<file path="config.mk">
export PLATFORM = sky130hd
export DESIGN_NAME = key_debounce_bank
export DESIGN_NICKNAME = d
export VERILOG_FILES = /design/src/rtl/key_debounce_bank.sv
export SDC_FILE = /design/constraint.sdc
export NUM_CORES = 1
export LEC_CHECK = 0
export CAP_MARGIN = 20
export CORE_AREA = 8 8 131 181
export DETAILED_ROUTE_END_ITERATION = 8
export DIE_AREA = 0 0 139 189
export GPL_TIMING_DRIVEN = 1
export PLACE_DENSITY = 0.71
export SLEW_MARGIN = 10
export SYNTH_ARGS = -nofsm -noshare
export SYNTH_HDL_FRONTEND = slang
export SYNTH_SLANG_ARGS = --single-unit
</file>
<file path="constraint.sdc">
create_clock -name clk -period 3.2 [get_ports clk]
set_input_delay 0.96 -clock clk [delete_from_list [all_inputs] [get_ports clk]]
set_output_delay 0.96 -clock clk [all_outputs]
set_load 0.005 [all_outputs]
</file>
<file path="src/rtl/key_debounce_bank.sv">
// ---------------------------------------------------------------------------
// key_debounce_bank
//
// Multi-channel debouncer for piano keys and panel buttons. Every channel has
// its own input synchroniser, a two-state qualification FSM (IDLE / COUNT)
// and a stability counter. A change on the synchronised input is accepted
// only after it has disagreed with the current debounced level for
// DEBOUNCE_CYCLES+1 consecutive clock edges. Any bounce back to the current
// level throws the partial count away.
//
// Optional build macro:
//   DEBOUNCE_REPEAT_EN - adds a per-channel hold counter. A key held for
//                        HOLD_CYCLES after its qualified press fires an extra
//                        press_pulse, then one every REPEAT_CYCLES while held.
//                        Without the macro HOLD_CYCLES / REPEAT_CYCLES are
//                        ignored and no hold logic exists.
//
// Ports:
//   clk            system clock (100 MHz nominal)
//   rst            asynchronous, active-low reset
//   key_in         raw asynchronous key levels, 1 = pressed
//   key_out        debounced level per channel
//   press_pulse    1-cycle pulse when key_out rises (and on auto-repeat ticks)
//   release_pulse  1-cycle pulse when key_out falls
//   any_change     OR of all press/release pulses, same cycle as the pulses
// ---------------------------------------------------------------------------
module key_debounce_bank #(
  parameter int N_KEYS          = 8,
  parameter int DEBOUNCE_CYCLES = 2_000_000,
  parameter int SYNC_STAGES     = 2,
  parameter int HOLD_CYCLES     = 50_000_000,
  parameter int REPEAT_CYCLES   = 10_000_000
) (
  input  logic              clk,
  input  logic              rst,
  input  logic [N_KEYS-1:0] key_in,
  output logic [N_KEYS-1:0] key_out,
  output logic [N_KEYS-1:0] press_pulse,
  output logic [N_KEYS-1:0] release_pulse,
  output logic              any_change
);

  // DEBOUNCE_CYCLES >= 2 guarantees at least one counter bit.
  localparam int                CNT_W    = $clog2(DEBOUNCE_CYCLES);
  localparam logic [CNT_W-1:0]  CNT_LAST = CNT_W'(DEBOUNCE_CYCLES - 1);

  typedef enum logic {
    IDLE  = 1'b0,
    COUNT = 1'b1
  } state_t;

  // Elaboration-time sanity check of the configuration.
  if (N_KEYS < 1 || N_KEYS > 32 || DEBOUNCE_CYCLES < 2 || SYNC_STAGES < 2 ||
      HOLD_CYCLES < 1 || REPEAT_CYCLES < 1) begin : g_bad_params
    $error("key_debounce_bank: illegal parameter combination");
  end

  // -------------------------------------------------------------------------
  // Input synchronisers: stage 0 samples the pins, the last stage is the only
  // view of key_in the rest of the block ever sees.
  // -------------------------------------------------------------------------
  logic [N_KEYS-1:0] sync_pipe [SYNC_STAGES];
  logic [N_KEYS-1:0] sync;

  always_ff @(posedge clk or negedge rst) begin
    if (!rst) begin
      for (int s = 0; s < SYNC_STAGES; s++) begin
        sync_pipe[s] <= '0;
      end
    end else begin
      sync_pipe[0] <= key_in;
      for (int s = 1; s < SYNC_STAGES; s++) begin
        sync_pipe[s] <= sync_pipe[s-1];
      end
    end
  end

  assign sync = sync_pipe[SYNC_STAGES-1];

  // Per-channel level and next-cycle pulse requests, gathered as vectors so
  // the pulse outputs and any_change can be registered together below.
  logic [N_KEYS-1:0] level_q;
  logic [N_KEYS-1:0] press_next;
  logic [N_KEYS-1:0] release_next;

`ifdef DEBOUNCE_REPEAT_EN
  // The hold counter is sized for the longer of the two intervals so that a
  // REPEAT_CYCLES larger than HOLD_CYCLES still fits.
  localparam int HOLD_MAX = (HOLD_CYCLES > REPEAT_CYCLES) ? HOLD_CYCLES : REPEAT_CYCLES;
  localparam int HOLD_W   = (HOLD_MAX > 1) ? $clog2(HOLD_MAX) : 1;
  localparam logic [HOLD_W-1:0] HOLD_LAST = HOLD_W'(HOLD_CYCLES - 1);
  localparam logic [HOLD_W-1:0] REP_LAST  = HOLD_W'(REPEAT_CYCLES - 1);
`endif

  for (genvar g = 0; g < N_KEYS; g++) begin : g_chan
    state_t           state;
    logic [CNT_W-1:0] cnt;
    logic             level;
    logic             differs;
    logic             commit;
    logic             rise_evt;
    logic             fall_evt;

    assign differs  = (sync[g] != level);
    // The qualifying edge: still disagreeing on the last count value.
    assign commit   = (state == COUNT) && differs && (cnt == CNT_LAST);
    assign rise_evt = commit &&  sync[g];
    assign fall_evt = commit && !sync[g];

    // Qualification FSM. The counter is cleared on every transition and can
    // never pass CNT_LAST because reaching it always leaves COUNT.
    always_ff @(posedge clk or negedge rst) begin
      if (!rst) begin
        state <= IDLE;
        cnt   <= '0;
        level <= 1'b0;
      end else begin
        case (state)
          IDLE: begin
            if (differs) begin
              state <= COUNT;
              cnt   <= '0;
            end
          end
          COUNT: begin
            if (!differs) begin
              state <= IDLE;
              cnt   <= '0;
            end else if (cnt == CNT_LAST) begin
              level <= sync[g];
              state <= IDLE;
              cnt   <= '0;
            end else begin
              cnt <= cnt + CNT_W'(1);
            end
          end
          default: begin
            state <= IDLE;
            cnt   <= '0;
          end
        endcase
      end
    end

    assign level_q[g]      = level;
    assign release_next[g] = fall_evt;

`ifdef DEBOUNCE_REPEAT_EN
    logic [HOLD_W-1:0] hold_cnt;
    logic              repeating;
    logic              repeat_fire;

    // A pending release committing on this edge beats a repeat tick, so a
    // channel never requests press and release together.
    assign repeat_fire = level && !fall_evt &&
                         (hold_cnt == (repeating ? REP_LAST : HOLD_LAST));

    // Hold timer: restarts on the qualified rise, runs while the level stays
    // high, and is held at zero whenever the level is low or falling.
    always_ff @(posedge clk or negedge rst) begin
      if (!rst) begin
        hold_cnt  <= '0;
        repeating <= 1'b0;
      end else if (rise_evt || fall_evt || !level) begin
        hold_cnt  <= '0;
        repeating <= 1'b0;
      end else if (repeat_fire) begin
        hold_cnt  <= '0;
        repeating <= 1'b1;
      end else begin
        hold_cnt <= hold_cnt + HOLD_W'(1);
      end
    end

    assign press_next[g] = rise_evt || repeat_fire;
`else
    assign press_next[g] = rise_evt;
`endif
  end

  assign key_out = level_q;

  // Pulse outputs and their summary flag are registered in the same block so
  // any_change lines up with the pulses it summarises.
  always_ff @(posedge clk or negedge rst) begin
    if (!rst) begin
      press_pulse   <= '0;
      release_pulse <= '0;
      any_change    <= 1'b0;
    end else begin
      press_pulse   <= press_next;
      release_pulse <= release_next;
      any_change    <= |(press_next | release_next);
    end
  end

endmodule

</file>
==> results.toml <==
[setup_path]
critical_path_arrival_ps = 3020
path_class = "register to register"
worstPathCellList = "ha_1 -> and4_1 -> nand2b_1 -> o31a_1 -> nand2_1 -> o41ai_1"
crit_path_top_delay_cell = "o31a_1"
worst-path-buf-inv = 0
rrSetupSlack_ps = 570
cp_max_fo = 29
worst_setup_path_end_kind = "register"
worstSetupStartpointType = "register"
crit_path_max_incr_delay_ps = 820
crit_family = "compound AO/OA/AOI/OAI gates"
critPathRequiredTime_ps = 3600

[clock_network]
numCtsBuffers = 23
worstSkewPairLatency_ps = 510
clk_pin_slew_ps = 60
root_buffer = "clkbuf_16"
postCtsSetupBuffers = 0
cts_sinks = 217
hold_buffers = 0
cts_tree = "built"
htreeDepth = 1
cts_max_path_buffers = 3
cts_resized = 0

[power_and_ir_drop]
power.total_mw = 5.69
peakVddDrop_mv = 0.464
power_leakage_nw = 5.07
power.density_cell_area_mw_per_mm2 = 455

[flow_run]
drv_cap = 0

[synthesis]
yosysMostFrequentCell = "dfrtp_1"
synth.area.top_cells = "dfrtp_1, a31oi_1, nand2_1"
ys_ff_latch = 217
synth-edff-count = 0
synth_top_area_share_pct = 48.1
yosys_warnings = 0
synth_cell_type_count = 73
synth_common_cells = "dfrtp_1, nand2_1, a31oi_1"
ys_dominant_reg_cell = "dfrtp_1"
syn_inst = 1202
synth_nets = 1220
synth_top_area_cell = "dfrtp_1"
postSynthAreaPerCell_um2 = 9.39
synth.yosys.seq_area_share_pct = 48.1
synth.cell_area_mm2 = 0.0113
async_flop_share_pct = 100

[timing]
tns_ps = 0
tightest_slew_ps = 1040
min_period_over_period_pct = 82.0
relSlewSlack_pct = 30.8
hold_viol = 0
slew_viol_final = 0
finClkSkew_ps = 13.0
max_freq_mhz = 381
fin_crit_ps = 2630
setup_viol = 0
rsz0062_at_grt = "no"
hold_ws_ps = 345

[grt]
grt_use_total_pct = 18.7
grt_pass1_wl_um = 42800
antenna_found_initial = 0
grt_overflow = 0
grt_max_degree = 63
grt_pass1_vias = 9018

[floorplanning]
num_io_pins = 35
die_area_mm2 = 0.0263
fp.coreArea_mm2 = 0.0210
rows = 63
start_util_pct = 53.8
die_h_um = 189
die_x_um = 139

[min_path]
hold_class = "register to register"

[detailed_routing]
vias = 9427
first_pass_iters = 5
ant_nets = 0
first_iter_violations = 490
drc = 0
drt_wl_total_um = 24500
wl_per_cell_um = 16.5
avgViaCountPerCell = 6.34

[place]
dp_hpwl_um = 16500
place_congestion = 0.849
io_buffer_count = 34

[final_layout]
nets = 1232
area_growth_pct = 10.8
drive_gt1_share_pct = 6.35
diodes = 0
fillCellCount = 1804

[status]
status = "finished, final reports clean"
-- cells by family (layout without fill, tap and decap cells) --
| kind of cell | count (synthesis) | count (layout) | synth area share, % |
|---|---|---|---|
| xor+xnor | 11 | 11 | 0.854 |
| buf+inv | 87 | 113 | 3.67 |
| compound gates | 347 | 347 | 19.7 |
| fa+ha+maj | 8 | 8 | 0.887 |
| simple gates | 509 | 509 | 24.6 |
| mux | 23 | 23 | 2.14 |
| flops | 217 | 217 | 48.1 |
-- worst paths after layout --
kind	start	to	depth (start not counted)
setup / recovery	g_chan[2].cnt[0]$_DFFE_PN0P_	g_chan[2].cnt[11]$_DFFE_PN0P_	6
hold / removal	sync_pipe[15]$_DFF_PN0_	sync[7]$_DFF_PN0_	0
setup reg to reg	g_chan[2].cnt[0]$_DFFE_PN0P_	g_chan[2].cnt[11]$_DFFE_PN0P_	6
hold reg to reg	sync_pipe[15]$_DFF_PN0_	sync[7]$_DFF_PN0_	0
max in group asynchronous	rst	g_chan[4].cnt[13]$_DFFE_PN0P_	2
min in group asynchronous	rst	g_chan[1].cnt[15]$_DFFE_PN0P_	1
-- per-stage QoR --
stage | setup WS (ps) | instance area, um2 | util [%] | cells
after floorplan | 1150 | 11300 | - | 1202
after global placement | 729 | 11800 | 56.1 | 1448
after detailed placement | 634 | 11800 | 56.1 | 1448
after CTS | 615 | 12500 | 59.5 | 1487
after global routing | 368 | 12500 | 59.6 | 1488
final | 575 | 12500 | 59.6 | 1488
-- flip-flops by register name, summed over array words and instances, names as in the netlist --
name / cells
g_chan.state: 8
g_chan.level: 8
press_pulse: 8
sync_pipe: 8
g_chan.cnt: 168
any_change: 1
sync: 8
release_pulse: 8
-- final cells by class --
cell class | count | area, um2 | area share (%)
sequential | 217 | 5430 | 43.4
clock buffer | 33 | 673 | 5.38
inverter | 28 | 105 | 0.841
clock inverter | 6 | 58.8 | 0.470
tap | 260 | 325 | 2.60
multi-input combinational | 898 | 5440 | 43.5
timing repair buffer | 46 | 468 | 3.74
-- layout by cell type, fill, tap and decap left out, types with 28 or more instances in the layout --
cell type,count
a21oi_1,77
a31oi_1,79
clkdlybuf4s50_1,33
dfrtp_1,217
inv_1,28
nand2_1,124
nand3_1,76
nand4_1,42
nor2_1,56
o21ai_0,72
-- per-layer routing --
layer,part of all wire [%],wire [um],track usage (%)
met4,1.7,421,5.46
met5,0,0,0
met3,3.9,964,2.49
met1,44,10900,23.1
met2,50,12200,33.6
-- worst register-to-register path, stage by stage, from the launching register on --
cell and delay [ps]:
dfrtp_1 410, ha_1 260, and4_1 280, nand2b_1 120
o31a_1 820, nand2_1 300, o41ai_1 320
-- power by group --
group | internal [mW] | switching (mW)
registers | 2.78 | 0.0329
clock network | 1.53 | 1.06
logic | 0.0879 | 0.198
Note: power is estimated with default switching activity, not from simulation.
